[config.mk]
export PLATFORM = sky130hd
export DESIGN_NAME = vsd_serializer_v1
export DESIGN_NICKNAME = d
export VERILOG_FILES = /design/src/rtl/vsd_serializer_pkg.sv /design/src/rtl/vsd_serializer_v1.sv
export SDC_FILE = /design/constraint.sdc
export NUM_CORES = 1
export LEC_CHECK = 0
export ABC_AREA = 1
export CAP_MARGIN = 20
export CORE_MARGIN = 2
export CORE_UTILIZATION = 25
export CTS_CLUSTER_SIZE = 20
export DETAILED_ROUTE_END_ITERATION = 8
export HOLD_SLACK_MARGIN = 0.06
export PLACE_DENSITY = 0.56
export SLEW_MARGIN = 20
export SYNTH_ARGS = -nofsm -noshare
export SYNTH_HDL_FRONTEND = slang
export SYNTH_SLANG_ARGS = --single-unit
[constraint.sdc]
create_clock -name clk -period 2.05 [get_ports clk]
set_clock_uncertainty 0.2 [all_clocks]
set_input_delay 0.41 -clock clk [delete_from_list [all_inputs] [get_ports clk]]
set_output_delay 0.41 -clock clk [all_outputs]
set_load 0.005 [all_outputs]
[src/rtl/vsd_serializer_pkg.sv]
// Shared definitions for the MSB-first parallel-to-serial converter.
package vsd_serializer_pkg;

    localparam int DEFAULT_WIDTH = 10;

    typedef enum logic {
        IDLE  = 1'b0,
        SHIFT = 1'b1
    } state_e;

endpackage

[src/rtl/vsd_serializer_v1.sv]
// Parallel-load, MSB-first serializer. data_out comes straight from the top
// bit of the shift register, so it cannot glitch with the inputs. Zeros are
// shifted in from the bottom, which leaves the line at 0 once a word is done.
module vsd_serializer_v1
    import vsd_serializer_pkg::*;
#(
    parameter int WIDTH = DEFAULT_WIDTH
) (
    input  logic             clk,
    input  logic             rst_n,
    input  logic             load,
    input  logic [WIDTH-1:0] data_in,
    output logic             data_out
);

    localparam int CW = $clog2(WIDTH + 1);

    state_e           state_q, state_d;
    logic [WIDTH-1:0] shift_q, shift_d;
    logic [CW-1:0]    cnt_q,   cnt_d;

    // Next state: load wins in any state; otherwise shift while in SHIFT.
    // cnt_q counts the shifts still to come before the word is exhausted.
    always_comb begin
        state_d = state_q;
        shift_d = shift_q;
        cnt_d   = cnt_q;
        if (load) begin
            shift_d = data_in;
            cnt_d   = CW'(WIDTH - 1);
            state_d = SHIFT;
        end else if (state_q == SHIFT) begin
            shift_d = {shift_q[WIDTH-2:0], 1'b0};
            if (cnt_q == '0) begin
                state_d = IDLE;
            end else begin
                cnt_d = cnt_q - 1'b1;
            end
        end
    end

    // State registers; reset discards any word in flight.
    always_ff @(posedge clk or negedge rst_n) begin
        if (!rst_n) begin
            state_q <= IDLE;
            shift_q <= '0;
            cnt_q   <= '0;
        end else begin
            state_q <= state_d;
            shift_q <= shift_d;
            cnt_q   <= cnt_d;
        end
    end

    assign data_out = shift_q[WIDTH-1];

endmodule

## Word-level counts from Yosys, hierarchy flattened

Index checks and enable logic that the tools add are counted.

| word-level totals | value |
|---|---|
| memory bits (read-only) | 0 |
| RAM bits | 0 |
| bits in registers | 15 |
| logic and storage cells | 16 |
| output and inout port bits | 1 |
| memories | 0 |
| bits in latches | 0 |
| input bits | 13 |

| operators by class | value |
|---|---|
| add/subtract/negate cells | 1 |
| $mul | 0 |
| equal/unequal tests | 1 |
| reduce and logical (&&, ||, !) cells | 3 |
| div/mod/pow operators | 0 |
| magnitude comparators | 0 |
| multiplexer cells | 8 |
| shift operators | 0 |
| bitwise operators | 0 |

Operators by type and width:

| cell | number |
|---|---|
| 10-bit 2-to-1 mux | 2 |
| 4-bit 2-to-1 mux | 3 |
| 4-bit logical NOT | 1 |
| 4-bit by 1-bit subtractor with 4-bit output, second input constant | 1 |
| 1-bit 2-to-1 mux | 3 |
| 2-bit inequality test, second input constant | 1 |
| 2-bit AND reduction | 1 |
| 2-bit nonzero test | 1 |

## Logic depth before layout (Yosys ltp)

| depth | value |
|---|---|
| depth in word-level cells | 4 |
| mapped depth | 9 |

## Least setup slack after synthesis

Ideal clock, no wire load.

| timing | value |
|---|---|
| kind | reg-to-reg |
| from | register cnt_q[0] |
| to | register cnt_q[3] |
| setup slack | 0.722 ns |
| arrival time | 1.011 ns |
| clock period less this slack | 1.328 ns |
| library setup time | 0.116 ns |
| data required time | 1.734 ns |
| stages on the path, launching flop included | 10 |
| buffers on the path | 0 |
| path through | dfrtp_1 inv_1 ha_1 inv_1 nor2_1 nand2_1 nand2_4 inv_2 nand2_1 nand2_1 |

| on the way | value |
|---|---|
| cells in the longest elaborated chain, start to end | 4 |
| elaborated cells on any way between the ends | 7 |
| those cells by class | add/sub: 1; eq/ne: 1; mux: 3; reduce/logical: 2 |

Ends and longest elaborated chain:

| item | RTL line | RTL |
|---|---|---|
| from (decl) | vsd_serializer_v1.sv:20 | `logic [CW-1:0] cnt_q, cnt_d;` |
| from (signal assigned) | vsd_serializer_v1.sv:51 | `cnt_q <= cnt_d;` |
| 4-bit by 1-bit subtractor with 4-bit output | vsd_serializer_v1.sv:37 | `cnt_d = cnt_q - 1'b1;` |
| 4-bit 2-to-1 mux | vsd_serializer_v1.sv:34 | `if (cnt_q == '0) begin` |
| 4-bit 2-to-1 mux | vsd_serializer_v1.sv:32 | `end else if (state_q == SHIFT) begin` |
| 4-bit 2-to-1 mux | vsd_serializer_v1.sv:28 | `if (load) begin` |

Several ways; a longest one is shown, not always the timed one. The select of a mux whose other input is x is not followed.
A chain may end at the register's enable or synchronous reset.

## Worst setup path after layout

| timing | value |
|---|---|
| from | register shift_q[9] |
| to | output data_out |

RTL lines:

| item | RTL line | RTL |
|---|---|---|
| from (decl) | vsd_serializer_v1.sv:19 | `logic [WIDTH-1:0] shift_q, shift_d;` |
| from (signal assigned) | vsd_serializer_v1.sv:50 | `shift_q <= shift_d;` |
| to (decl) | vsd_serializer_v1.sv:13 | `output logic data_out` |

No word-level cell between the ends.

==> flow_summary.ini <==
[run_status]
outcome = finished clean

[route]
total_number_of_vias = 612
vias_per_cell = 4.50
dr_pass1_iterations = 4
wl_per_cell_um = 10.6
routed_wl_um = 1440
ant_nets = 0
post-route-drc-count = 0
first_iter_violations = 10

[cts]
clockRootBuffer = sky130_fd_sc_hd__clkbuf_4
insertion_delay_ns = 0.29
cts.repair.resized = 0
cts_hold_buf = 0
clock_tree_from_tritoncts = yes
clk_sinks = 15
cts_buffer_depth = 2
htree_levels = 1
cts_inserted_buffers = 3
cts_setup_buffers = 0
cts.clk_slew.worst_paths_ns = 0.10

[sta]
hold_violations = 0
drv_slew = 0
finalWorstSetupSlack_ns = 0.324
worst_slew_pin_tran_ns = 0.225
grt_setup_unrepaired = false
post-route-min-period_ns = 1.73
final-setup-viol-count = 0
timing.final.crit_share_pct = 84.2
timing.fmax_mhz = 579
hold_slack_ns = 0.213
slew_headroom_pct = 84.9
total_neg_setup_slack_ns = 0

[synth]
synth_top_family_by_area = simple AND/OR/NAND/NOR gates
post_synth_xor_area_fraction_pct = 0
synth_edf_count = 0
syn_area_um2 = 719
synth_top_cell_area_share_pct = 52.2
synth_area_leader_cell = sky130_fd_sc_hd__dfrtp_1
yosys.area_share.adder_pct = 3.48
synth_most_common_cell = sky130_fd_sc_hd__nand2_1
avgSynthCellArea_um2 = 8.37
synth_simple_gate_area_share_pct = 29.9
ys_warn_count = 0
dominantRegCellSynth = sky130_fd_sc_hd__dfrtp_1
number_of_distinct_standard_cells_referenced_by_the_synthesized_netlist = 17
synth-seq-area-share_pct = 52.2
synth.net_count = 101
netlist_top_cells_count = 32 x sky130_fd_sc_hd__nand2_1, 15 x sky130_fd_sc_hd__dfrtp_1, 8 x sky130_fd_sc_hd__nand3_1, 7 x sky130_fd_sc_hd__inv_1
synth_top_cells_by_area = sky130_fd_sc_hd__dfrtp_1 52%, sky130_fd_sc_hd__nand2_1 17%, sky130_fd_sc_hd__nand3_1 5.6%
synth-compound-area-share_pct = 7.65
synth_seq_cells = 15
post_synth_inst_count = 86
ys_async_sr_fraction_pct = 100
post_synth_mux_area_share_pct = 0

[setup_path]
critical-path-max-stage-delay_ns = 0.50
crit_family = buffers and inverters
ff2ff_path_depth = 9
path_buf_inv = 1
worst_ep_required_time_ns = 1.44
crit_path_cell_trace = clkdlybuf4s50_1
path_class = reg2out
critPathMaxFanout = 2
worst-endpoint-arrival_ns = 1.12
critical-path-slowest-cell = sky130_fd_sc_hd__clkdlybuf4s50_1
startpoint_types = register
worst_setup_path_end_kind = primary output
path_depth = 1

[power]
seq_power_share_pct = 48.8
combinationalPowerShare_pct = 31.5
leakagePower_uw = 0.000441
cellInternalPower_uw = 560
part_of_the_total_power_dissipated_in_the_clock_network_pct = 19.7
report.power.total_uw = 866
worst_ir_drop_vdd_v = 0.000728
power_switching_share_pct = 35.3
net_switching_power_uw = 306
power-per-cell-area_mw_per_mm2 = 928

[cells_and_area]
area_of_combinational_cells_with_multiple_inputs_um2 = 295
fillerInstances = 289
areaGrowthSynthToFinish_pct = 29.7
insertedDiodeCount = 0
num-nets-final = 121
share_of_final_layout_standard_cells_stronger_than_drive_strength_1_pct = 13.3
layout.area.seq_um2 = 375

[floorplanning]
dieHeight_um = 57.6
floorplan.die_area_mm2 = 0.00332
chipWidth_um = 57.6
starting_density_pct = 26.3
core_region_area_mm2 = 0.00273
ioPinCount = 14
std_cell_rows = 19

[hold_path]
min-delay-path-class = in2async

[place]
dp_hpwl_um = 1070
dpl_worst_slack_ns = 0.243
portBuffers = 13
gp_congestion = 0.742

[grt]
antenna_found_initial = 0
vias_in_the_first_global_route = 632
maximum_number_of_pins_on_one_net_before_global_route_repair = 16
grt_usage_pct = 10.3
grt_pass1_wl_um = 2600
global_route.overflow_total = 0

[flow_run]
drv_cap = 0
## final cells by class
class,count,area share (%)
clock buffer,3,2.41
clock inverter,1,0.536
inverter,11,4.69
multi-input combinational,59,31.6
sequential,15,40.2
tap,31,4.16
timing repair buffer,16,16.4
## per-stage QoR
step | cells | cell area [µm²] | util [%]
finish | 136 | 933 | 34.1
detailed placement | 132 | 906 | 33.1
CTS | 136 | 933 | 34.1
floorplan | 86 | 719 | -
global route | 136 | 933 | 34.1
global placement | 132 | 906 | 33.1
## path summary, 6_finish.rpt
path | from | to | slack (ns)
worst max register to register | cnt_q[0] | cnt_q[3] | 0.60
max in group asynchronous | rst_n | shift_q[2] | 1.24
worst min-delay path | rst_n | cnt_q[1] | 0.21
worst max-delay path | shift_q[9] | data_out | 0.32
worst min register to register | cnt_q[0] | cnt_q[0] | 0.28
min in group clk | cnt_q[0] | cnt_q[0] | 0.28
## state kept, by name, summed over array words and instances, names as in the netlist
signal / count
cnt_q: 4
shift_q: 10
state_q: 1
## power by group through the flow
stage / Sequential (µW) / Clock (µW) / Combinational (µW)
finish: 423 / 171 / 272
global route: 433 / 194 / 314
CTS: 422 / 177 / 280
detailed placement: 427 / 0 / 273
global placement: 428 / 0 / 265
floorplan: 418 / 0 / 186
## kinds of logic after synthesis
family	after synthesis
AND/OR/NAND/NOR	48
buffers and inverters	12
AO/OA/AOI/OAI	9
flip-flops	15
adder cells (fa/ha/maj)	2
## per-layer routing
| layer | GRT usage [%] | vias up | routed length [µm] |
|---|---|---|---|
| li1 | - | 310 | - |
| met1 | 10.9 | 292 | 594 |
| met5 | 0 | - | 0 |
| met2 | 18.7 | 10 | 764 |
| met3 | 5.36 | 0 | 78 |
| met4 | 0.997 | 0 | 0 |
## layout by cell type (no fill, tap or decap), types with 2 or more instances in the layout
cell type / count
sky130_fd_sc_hd__nand3_1: 8
sky130_fd_sc_hd__ha_1: 2
sky130_fd_sc_hd__clkdlybuf4s50_1: 13
sky130_fd_sc_hd__o211ai_1: 2
sky130_fd_sc_hd__nand2_1: 32
sky130_fd_sc_hd__dfrtp_1: 15
sky130_fd_sc_hd__buf_4: 3
sky130_fd_sc_hd__nand2_4: 2
sky130_fd_sc_hd__inv_2: 3
sky130_fd_sc_hd__nor2_1: 4
sky130_fd_sc_hd__o21ai_1: 4
sky130_fd_sc_hd__inv_1: 7
sky130_fd_sc_hd__clkbuf_4: 3
Note: power is estimated with default switching activity, not from simulation.
